### src/rtl/instr_fetch_pkg.sv
// Shared definitions for the instruction fetch stage and its neighbours.
package instr_fetch_pkg;

    typedef enum logic [1:0] {
        ST_BOOT  = 2'd0,
        ST_RUN   = 2'd1,
        ST_FAULT = 2'd2
    } if_state_e;

    // Word presented in the instruction slot alongside an address fault.
    localparam logic [31:0] IF_NOP_INSTR = 32'h0000_0013;

    // Word-aligned and inside [0, limit). Zero-extend narrower addresses.
    // The data-memory stage calls this as well.
    function automatic logic addr_legal(input logic [63:0] addr, input logic [63:0] limit);
        return (addr[1:0] == 2'b00) && (addr < limit);
    endfunction

endpackage

### src/rtl/instr_fetch_slot.sv
// Generic valid/ready pipeline register with a flush input.
// Priority: flush empties it, then load overwrites it, then a transfer
// empties it. in_ready reports when an ordinary load does not lose a word.
module instr_fetch_slot #(
    parameter int W = 65
) (
    input  logic         clk,
    input  logic         rst,
    input  logic         flush,
    input  logic         load,
    input  logic [W-1:0] in_data,
    output logic         in_ready,
    output logic         out_valid,
    input  logic         out_ready,
    output logic [W-1:0] out_data
);

    logic         valid_q, valid_d;
    logic [W-1:0] data_q, data_d;

    // Next-state of the slot from flush, load and the downstream handshake.
    always_comb begin
        valid_d = valid_q;
        data_d  = data_q;
        if (flush) begin
            valid_d = 1'b0;
        end else if (load) begin
            valid_d = 1'b1;
            data_d  = in_data;
        end else if (valid_q && out_ready) begin
            valid_d = 1'b0;
        end
    end

    // Slot registers; reset leaves it empty with zeroed contents.
    always_ff @(posedge clk or posedge rst) begin
        if (rst) begin
            valid_q <= 1'b0;
            data_q  <= '0;
        end else begin
            valid_q <= valid_d;
            data_q  <= data_d;
        end
    end

    assign in_ready  = !valid_q || out_ready;
    assign out_valid = valid_q;
    assign out_data  = data_q;

endmodule

### src/rtl/instr_fetch.sv
// Instruction fetch: owns the PC, addresses the ROM (read on negedge),
// captures the word on the next posedge and hands {pc, instr} to decode.
// Redirects flush the slot; illegal addresses produce a sticky fault marker.
module instr_fetch
    import instr_fetch_pkg::*;
#(
    parameter int          N         = 32,
    parameter int          SIZE      = 1024,
    parameter logic [N-1:0] RESET_PC = '0,
    parameter logic [N-1:0] NOP_INSTR = N'(IF_NOP_INSTR)
) (
    input  logic         clk,
    input  logic         rst,
    output logic [N-1:0] rom_addr,
    input  logic [N-1:0] rom_data,
    input  logic         redirect_valid,
    input  logic [N-1:0] redirect_pc,
    output logic         if_valid,
    input  logic         if_ready,
    output logic [N-1:0] if_pc,
    output logic [N-1:0] if_instr,
    output logic         if_fault
);

    localparam int          SW         = 2 * N + 1;
    localparam logic [63:0] BYTE_LIMIT = 64'(SIZE) * 64'd4;

    if_state_e state_q, state_d;
    logic [N-1:0] pc_q, pc_d;
    // Set when pc_q+4 carried out of N bits; the wrapped pc must not fetch.
    logic         pc_ovf_q, pc_ovf_d;
    logic [N:0]   pc_inc;
    logic         pc_legal, redirect_legal;
    logic         slot_flush, slot_load, slot_in_ready;
    logic [SW-1:0] slot_in, slot_out;

    assign pc_inc         = {1'b0, pc_q} + (N + 1)'(4);
    assign pc_legal       = addr_legal(64'(pc_q), BYTE_LIMIT) && !pc_ovf_q;
    assign redirect_legal = addr_legal(64'(redirect_pc), BYTE_LIMIT);

    // Fetch control: redirect beats load beats stall; FAULT keeps re-presenting its marker.
    always_comb begin
        state_d    = state_q;
        pc_d       = pc_q;
        pc_ovf_d   = pc_ovf_q;
        slot_flush = 1'b0;
        slot_load  = 1'b0;
        slot_in    = slot_out;
        case (state_q)
            ST_BOOT: begin
                state_d = ST_RUN;
                if (redirect_valid) begin
                    pc_d     = redirect_pc;
                    pc_ovf_d = 1'b0;
                end
            end
            default: begin
                if (redirect_valid) begin
                    pc_d     = redirect_pc;
                    pc_ovf_d = 1'b0;
                    if (redirect_legal) begin
                        slot_flush = 1'b1;
                        state_d    = ST_RUN;
                    end else begin
                        slot_load = 1'b1;
                        slot_in   = {redirect_pc, NOP_INSTR, 1'b1};
                        state_d   = ST_FAULT;
                    end
                end else if (state_q == ST_FAULT) begin
                    slot_load = 1'b1;
                end else if (slot_in_ready) begin
                    slot_load = 1'b1;
                    if (pc_legal) begin
                        slot_in  = {pc_q, rom_data, 1'b0};
                        pc_d     = pc_inc[N-1:0];
                        pc_ovf_d = pc_ovf_q | pc_inc[N];
                    end else begin
                        slot_in = {pc_q, NOP_INSTR, 1'b1};
                        state_d = ST_FAULT;
                    end
                end
            end
        endcase
    end

    // State and program counter registers.
    always_ff @(posedge clk or posedge rst) begin
        if (rst) begin
            state_q  <= ST_BOOT;
            pc_q     <= RESET_PC;
            pc_ovf_q <= 1'b0;
        end else begin
            state_q  <= state_d;
            pc_q     <= pc_d;
            pc_ovf_q <= pc_ovf_d;
        end
    end

    instr_fetch_slot #(
        .W (SW)
    ) u_slot (
        .clk       (clk),
        .rst       (rst),
        .flush     (slot_flush),
        .load      (slot_load),
        .in_data   (slot_in),
        .in_ready  (slot_in_ready),
        .out_valid (if_valid),
        .out_ready (if_ready),
        .out_data  (slot_out)
    );

    assign rom_addr = pc_q;
    assign if_pc    = slot_out[2*N:N+1];
    assign if_instr = slot_out[N:1];
    assign if_fault = slot_out[0];

endmodule

### config.mk
export PLATFORM = sky130hd
export DESIGN_NAME = instr_fetch
export DESIGN_NICKNAME = d
export VERILOG_FILES = /design/src/rtl/instr_fetch_pkg.sv /design/src/rtl/instr_fetch_slot.sv /design/src/rtl/instr_fetch.sv
export SDC_FILE = /design/constraint.sdc
export NUM_CORES = 1
export LEC_CHECK = 0
export CAP_MARGIN = 0
export CORE_MARGIN = 8
export CORE_UTILIZATION = 49
export CTS_CLUSTER_SIZE = 24
export DETAILED_ROUTE_END_ITERATION = 10
export HOLD_SLACK_MARGIN = 0.12
export PLACE_DENSITY = 0.92
export SLEW_MARGIN = 10
export SYNTH_ARGS = -nofsm -noshare
export SYNTH_HDL_FRONTEND = slang
export SYNTH_SLANG_ARGS = --single-unit
### constraint.sdc
create_clock -name clk -period 5.09 [get_ports clk]
set_clock_uncertainty 0.2 [all_clocks]
set_input_delay 0.7635 -clock clk [delete_from_list [all_inputs] [get_ports clk]]
set_output_delay 0.7635 -clock clk [all_outputs]
set_load 0.01 [all_outputs]
==> run_summary.xml, run 1 <==
<?xml version="1.0" encoding="UTF-8"?>
<metrics>
  <group name="status">
    <metric name="status" unit="">completed</metric>
  </group>
  <group name="sta">
    <metric name="hold_viol" unit="">0</metric>
    <metric name="achievable-frequency" unit="MHz">289.7</metric>
    <metric name="timing.slew.headroom" unit="%">31.64</metric>
    <metric name="fin_crit_sh" unit="%">67.82</metric>
    <metric name="final.setup.tns" unit="ns">0</metric>
    <metric name="fin_crit" unit="ns">3.452</metric>
    <metric name="timing_worst_slew_pin_value" unit="ns">1.025</metric>
    <metric name="rsz0062_at_grt" unit="">no</metric>
    <metric name="timing.hold.ws" unit="ns">0.2873</metric>
    <metric name="finalSetupViolCount" unit="">0</metric>
    <metric name="final_max_slew_viol_count" unit="">0</metric>
  </group>
  <group name="clock_tree">
    <metric name="tritoncts_num_sinks" unit="">101</metric>
    <metric name="cts_setup_buffers" unit="">0</metric>
    <metric name="cts-resized-gates" unit="">0</metric>
    <metric name="tritoncts" unit="">done</metric>
    <metric name="htree_num_levels" unit="">3</metric>
    <metric name="clock_latency_late_sink" unit="ns">0.36</metric>
    <metric name="cts.hold.buffers_added" unit="">0</metric>
    <metric name="clock_tree.root_cell" unit="">clkbuf_8</metric>
    <metric name="cts-buffers-inserted" unit="">9</metric>
    <metric name="clk_transition_reported_paths" unit="ns">0.10</metric>
    <metric name="clk_path_buf_depth" unit="">2</metric>
  </group>
  <group name="layout">
    <metric name="post_route_cells_drive_above_1_share" unit="%">8.401</metric>
    <metric name="postLayoutCellArea" unit="µm²">6765</metric>
    <metric name="diodes" unit="">0</metric>
    <metric name="final_net_count" unit="">684</metric>
    <metric name="area_growth_syn_to_layout" unit="%">41.14</metric>
    <metric name="layout.cells.most_common_list" unit="">clkdlybuf4s50_1, dfrtp_1, nand2_1</metric>
    <metric name="finish.utilization" unit="%">70.18</metric>
    <metric name="layout.cells.most_common" unit="">clkdlybuf4s50_1</metric>
  </group>
  <group name="pwr">
    <metric name="power_leakage" unit="µW">0.002722</metric>
    <metric name="power_density" unit="nW/µm²">327.6</metric>
    <metric name="peakVddDrop" unit="µV">160.0</metric>
  </group>
  <group name="worst_setup_path">
    <metric name="setup.worst_path.class" unit="">in2reg</metric>
    <metric name="end_kind" unit="">flip-flop</metric>
    <metric name="timing.reg2reg.worst_path_depth" unit="">5</metric>
    <metric name="r2r-end" unit="">u_slot.out_data[21]</metric>
    <metric name="worst-path-max-fanout" unit="">34</metric>
    <metric name="r2r_setup_slack" unit="ns">2.15</metric>
    <metric name="startpoint_of_the_most_critical_register_to_register_path" unit="">rom_addr[26]</metric>
    <metric name="critPathRequiredTime" unit="ns">5.17</metric>
    <metric name="worst_setup_path_startpoint" unit="">redirect_pc[27]</metric>
    <metric name="crit_path_end" unit="">state_q[0]</metric>
    <metric name="critPathArrivalTime" unit="ns">3.53</metric>
    <metric name="startpoint_type" unit="">primary input</metric>
  </group>
  <group name="yosys">
    <metric name="yosys_warnings" unit="">0</metric>
    <metric name="yosys.area_share.xor_xnor" unit="%">0.5482</metric>
    <metric name="synth_top_family_by_area" unit="">compound AO/OA/AOI/OAI gates</metric>
    <metric name="synth-compound-area-share" unit="%">20.99</metric>
    <metric name="synthMuxAreaShare" unit="%">5.717</metric>
    <metric name="number_of_enable_flip_flop_cells_after_synthesis" unit="">0</metric>
    <metric name="ys_async_sr_fraction" unit="%">100.0</metric>
    <metric name="seq_area_frac_synth" unit="%">52.73</metric>
    <metric name="synth_simple_gate_area_share" unit="%">16.44</metric>
    <metric name="synthesis.area_per_instance" unit="µm²">10.35</metric>
    <metric name="mapped_nets" unit="">532</metric>
    <metric name="synthFlopType" unit="">dfrtp_1</metric>
    <metric name="synthesis.instances" unit="">463</metric>
    <metric name="postSynthRegisterBits" unit="">101</metric>
    <metric name="synth_cell_types" unit="">56</metric>
    <metric name="total_standard_cell_area_after_synthesis" unit="µm²">4793</metric>
    <metric name="yosys.area_share.adder" unit="%">0.2610</metric>
  </group>
  <group name="die">
    <metric name="placementRows" unit="">36</metric>
    <metric name="core_area" unit="µm²">9639</metric>
    <metric name="design.portCount" unit="">166</metric>
    <metric name="die_h" unit="µm">114.9</metric>
    <metric name="starting_utilization_of_the_core_area" unit="%">49.73</metric>
    <metric name="die_area" unit="µm²">13200</metric>
    <metric name="dieWidth" unit="µm">114.9</metric>
  </group>
  <group name="routing">
    <metric name="vias_per_cell" unit="">5.930</metric>
    <metric name="initialDrtViolationCount" unit="">458</metric>
    <metric name="drt_drc_violations_left" unit="">0</metric>
    <metric name="first_pass_iters" unit="">6</metric>
    <metric name="routed_wl" unit="µm">15360</metric>
    <metric name="wl_per_cell" unit="µm">20.42</metric>
    <metric name="vias" unit="">4459</metric>
    <metric name="drt.antenna.violating_nets" unit="">0</metric>
  </group>
  <group name="grt">
    <metric name="met1_demand_to_capacity_share_in_global_routing" unit="%">27.21</metric>
    <metric name="grt_first_pass_wirelength" unit="µm">24030</metric>
    <metric name="use_met2" unit="%">37.84</metric>
    <metric name="top_usage_layer" unit="">met2</metric>
    <metric name="globalRouteTotalUtil" unit="%">23.15</metric>
    <metric name="globalRouteOverflowTotal" unit="">0</metric>
    <metric name="grt_antenna_before_repair" unit="">0</metric>
    <metric name="grt_pass1_vias" unit="">4592</metric>
    <metric name="global_routing_met3_resource_utilization" unit="%">7.826</metric>
    <metric name="grt_max_degree" unit="">67</metric>
  </group>
  <group name="place">
    <metric name="dpl-instance-area" unit="µm²">6521</metric>
    <metric name="hpwl" unit="µm">11240</metric>
    <metric name="finalWeightedCongestion" unit="">0.8742</metric>
    <metric name="placement.io_buffers" unit="">165</metric>
  </group>
  <group name="flow_run">
    <metric name="max-cap-violations" unit="">0</metric>
  </group>
  <group name="worst_hold_path">
    <metric name="holdCritPathClass" unit="">reg2reg</metric>
  </group>
</metrics>
[cells in the mapped netlist (all sizes together), types with 2 or more instances]
cell	n	area share (%)
nor4	16	3.1
nand3	7	0.84
a211o	3	0.55
clkbuf	15	1.2
xnor2	3	0.55
o31ai	8	1.3
nor3b	2	0.31
a41oi	3	0.55
o22ai	4	0.52
o21ba	2	0.42
inv	7	0.55
o22a	9	1.6
o21bai	4	0.63
o21ai	29	3.1
a211oi	2	0.31
o211ai	2	0.31
nand2	50	3.9
mux2i	15	3.1
o21a	2	0.31
nor2	42	3.3
nor3	13	1.6
a22o	29	5.3
a31o	3	0.55
buf	13	1.6
nor4b	2	0.37
or2	2	0.26
a21oi	25	2.6
dfrtp	101	53
a31oi	13	1.7
nand4	11	1.7
nor2b	2	0.26
mux2	11	2.6
[worst max-delay path: stages]
cell             delay (ns)
clkdlybuf4s50_1        0.43
nor4_1                 0.54
nand4_1                0.36
o21ai_4                0.80
buf_4                  0.42
nor2_1                 0.08
a21oi_1                0.12
[state kept, by name, summed over array words and instances, names as in the netlist]
name	count
pc_ovf_q	1
rom_addr	32
state_q	2
u_slot.out_data	65
u_slot.out_valid	1
[worst min-delay path by stage]
stage / from / to / slack [ns] / cells past startpoint
floorplan: pc_ovf_q / pc_ovf_q / 0.27 / 2
global placement: u_slot.out_data[42] / u_slot.out_data[42] / 0.26 / 2
detailed placement: u_slot.out_data[34] / u_slot.out_data[34] / 0.27 / 2
CTS: u_slot.out_data[34] / u_slot.out_data[34] / 0.29 / 2
global route: u_slot.out_data[34] / u_slot.out_data[34] / 0.31 / 2
finish: u_slot.out_data[39] / u_slot.out_data[39] / 0.29 / 2
[area by class of cell]
cell class,count,area (µm²)
Timing Repair Buffer,169,1677
Sequential cell,101,2527
Inverter,7,28.78
Multi-Input combinational cell,327,2122
Clock buffer,10,137.6
Fill cell,745,2874
Clock inverter,5,106.4
Tap cell,133,166.4
[through the flow]
step / total power (µW) / cells / worst slack [ns]
floorplan: 1271 / 463 / 1.479
global placement: 1594 / 737 / 1.470
detailed placement: 1618 / 737 / 1.365
CTS: 2227 / 752 / 1.756
global route: 2312 / 752 / 1.434
finish: 2216 / 752 / 1.638
[metal layers]
metal	wire length, µm	vias to the layer above	part of all wire (%)
li1	-	2032	-
met1	5813	2096	38
met2	7268	295	47
met3	1849	36	12
met4	428	0	2.8
met5	0	-	0
[where the power goes]
| part | switching [µW] | internal, µW | leakage, µW |
|---|---|---|---|
| sequential | 109 | 899 | 0.00123 |
| clock | 275 | 339 | 0.000119 |
| combinational | 286 | 308 | 0.00138 |
| total | 670 | 1550 | 0.00272 |
[cell families after synthesis]
logic type,Yosys count
AND/OR/NAND/NOR,152
AO/OA/AOI/OAI,145
flip-flops,101
buffers and inverters,35
multiplexers,26
XOR/XNOR,3
adder cells (fa/ha/maj),1
No activity file was read; power rests on OpenSTA's default activity.
==> run 2: changes to the inputs <==
Settings changed: CORE_UTILIZATION 49 to 46, PLACE_DENSITY 0.92 to 0.87.
Clock period 5.09 ns to 3.5 ns, I/O delays scaled along.
==> run_summary.xml, run 2 (synthesis gave the netlist of run 1 again) <==
<?xml version="1.0" encoding="UTF-8"?>
<metrics>
  <group name="status">
    <metric name="status" unit="">completed</metric>
  </group>
  <group name="routing">
    <metric name="route.layer.met1.wl" unit="µm">6199</metric>
    <metric name="wl_per_cell" unit="µm">20.27</metric>
    <metric name="vias" unit="">4439</metric>
    <metric name="routed.top_layer" unit="">met4</metric>
    <metric name="routed_wl" unit="µm">15450</metric>
    <metric name="met2RoutedLength" unit="µm">7382</metric>
    <metric name="drt.antenna.violating_nets" unit="">0</metric>
    <metric name="vias_per_cell" unit="">5.825</metric>
    <metric name="initialDrtViolationCount" unit="">339</metric>
    <metric name="drt_drc_violations_left" unit="">0</metric>
    <metric name="first_pass_iters" unit="">5</metric>
    <metric name="met3WireLength" unit="µm">1552</metric>
  </group>
  <group name="layout">
    <metric name="layout.cells.most_common" unit="">clkdlybuf4s50_1</metric>
    <metric name="layout.cells.most_common_list" unit="">clkdlybuf4s50_1, dfrtp_1, nand2_1</metric>
    <metric name="largest_register_ffs" unit="">65</metric>
    <metric name="area_growth_syn_to_layout" unit="%">41.74</metric>
    <metric name="final_net_count" unit="">689</metric>
    <metric name="post_route_cells_drive_above_1_share" unit="%">8.960</metric>
  </group>
  <group name="worst_setup_path">
    <metric name="end_kind" unit="">flip-flop</metric>
    <metric name="critPathRequiredTime" unit="ns">3.60</metric>
    <metric name="worst_path_largest_cell_delay" unit="ns">0.87</metric>
    <metric name="path_cells" unit="">nor4_2, nand4_2, nor3_1, and2_1, a22o_1</metric>
    <metric name="setup.worst_path.class" unit="">reg2reg</metric>
    <metric name="worst-path-max-fanout" unit="">30</metric>
    <metric name="startpoint_type" unit="">flip-flop</metric>
    <metric name="critPathArrivalTime" unit="ns">3.03</metric>
    <metric name="crit_slowest_cell" unit="">and2_1</metric>
    <metric name="timing.reg2reg.worst_path_depth" unit="">5</metric>
  </group>
  <group name="die">
    <metric name="design.portCount" unit="">166</metric>
    <metric name="die_h" unit="µm">118.1</metric>
    <metric name="placementRows" unit="">37</metric>
    <metric name="starting_utilization_of_the_core_area" unit="%">46.85</metric>
    <metric name="dieWidth" unit="µm">118.1</metric>
    <metric name="core_area" unit="µm²">10230</metric>
    <metric name="die_area" unit="µm²">13940</metric>
  </group>
  <group name="sta">
    <metric name="fin_crit_sh" unit="%">83.86</metric>
    <metric name="timing.hold.ws" unit="ns">0.2880</metric>
    <metric name="rsz0062_at_grt" unit="">no</metric>
    <metric name="achievable-frequency" unit="MHz">340.7</metric>
    <metric name="hold_viol" unit="">0</metric>
    <metric name="timing.slew.headroom" unit="%">32.17</metric>
    <metric name="final.setup.tns" unit="ns">0</metric>
    <metric name="fin_crit" unit="ns">2.935</metric>
    <metric name="timing_worst_slew_pin_value" unit="ns">1.018</metric>
    <metric name="finalSetupViolCount" unit="">0</metric>
    <metric name="final_max_slew_viol_count" unit="">0</metric>
  </group>
  <group name="clock_tree">
    <metric name="clock_tree.root_cell" unit="">clkbuf_8</metric>
    <metric name="cts-resized-gates" unit="">0</metric>
    <metric name="cts-buffers-inserted" unit="">9</metric>
    <metric name="clk_transition_reported_paths" unit="ns">0.10</metric>
    <metric name="tritoncts" unit="">done</metric>
    <metric name="htree_num_levels" unit="">3</metric>
    <metric name="tritoncts_num_sinks" unit="">101</metric>
    <metric name="cts_setup_buffers" unit="">0</metric>
    <metric name="clk_path_buf_depth" unit="">2</metric>
    <metric name="cts.hold.buffers_added" unit="">0</metric>
    <metric name="clock_latency_late_sink" unit="ns">0.36</metric>
  </group>
  <group name="place">
    <metric name="finalWeightedCongestion" unit="">0.8774</metric>
    <metric name="placement.io_buffers" unit="">165</metric>
    <metric name="hpwl" unit="µm">11650</metric>
  </group>
  <group name="grt">
    <metric name="grt_antenna_before_repair" unit="">0</metric>
    <metric name="grt_pass1_vias" unit="">4681</metric>
    <metric name="globalRouteOverflowTotal" unit="">0</metric>
    <metric name="grt_max_degree" unit="">47</metric>
    <metric name="globalRouteTotalUtil" unit="%">22.31</metric>
    <metric name="grt_first_pass_wirelength" unit="µm">25240</metric>
  </group>
  <group name="pwr">
    <metric name="power_density" unit="nW/µm²">453.1</metric>
    <metric name="power_leakage" unit="µW">0.002735</metric>
    <metric name="peakVddDrop" unit="µV">244.7</metric>
  </group>
  <group name="worst_hold_path">
    <metric name="holdCritPathClass" unit="">reg2reg</metric>
    <metric name="hold-path-cell-count" unit="">2</metric>
  </group>
  <group name="flow_run">
    <metric name="max-cap-violations" unit="">0</metric>
  </group>
</metrics>
run 2: final timing paths:
path,slack [ns],from,end
worst max-delay path,0.56,rom_addr[26],u_slot.out_data[15]
worst min-delay path,0.29,u_slot.out_data[34],u_slot.out_data[34]
worst max register to register,0.56,rom_addr[26],u_slot.out_data[15]
worst min register to register,0.29,u_slot.out_data[34],u_slot.out_data[34]
max in group asynchronous,2.00,rst,u_slot.out_data[17]
min in group asynchronous,0.40,rst,u_slot.out_data[11]
run 2: through the flow:
step | total power, µW | instance area (µm²) | worst slack [ns] | cells | util [%]
floorplan | 1849 | 4793 | 0.1279 | 463 | -
global placement | 2342 | 6600 | 0.3568 | 745 | 64.51
detailed placement | 2371 | 6600 | 0.2757 | 745 | 64.51
CTS | 3101 | 6792 | 0.5487 | 761 | 66.38
global route | 3236 | 6792 | 0.3572 | 761 | 66.38
finish | 3078 | 6794 | 0.5649 | 762 | 66.41
run 2: routing by layer:
metal | track usage (%) | vias to the layer above
met5 | 0 | -
met3 | 7.818 | 24
met4 | 8.247 | 0
met1 | 26.12 | 2168
li1 | - | 2037
met2 | 36.91 | 210
run 2: area by class of cell:
| type | instances | area (µm²) |
|---|---|---|
| Antenna cell | 1 | 2.502 |
| Clock buffer | 11 | 131.4 |
| Clock inverter | 5 | 60.06 |
| Fill cell | 809 | 3437 |
| Inverter | 7 | 28.78 |
| Multi-Input combinational cell | 327 | 2122 |
| Sequential cell | 101 | 2527 |
| Tap cell | 136 | 170.2 |
| Timing Repair Buffer | 174 | 1752 |
run 2: report_power, final:
| group | total (µW) | internal, µW | switching (µW) |
|---|---|---|---|
| Clock | 735 | 334 | 401 |
| Combinational | 879 | 463 | 415 |
| Sequential | 1460 | 1310 | 157 |
run 2: critical path, delay by kind of cell, from the launching register on:
family,cells,cell delay [ns]
AO/OA/AOI/OAI,1,0.26
flip-flops,1,0.49
AND/OR/NAND/NOR,4,1.93
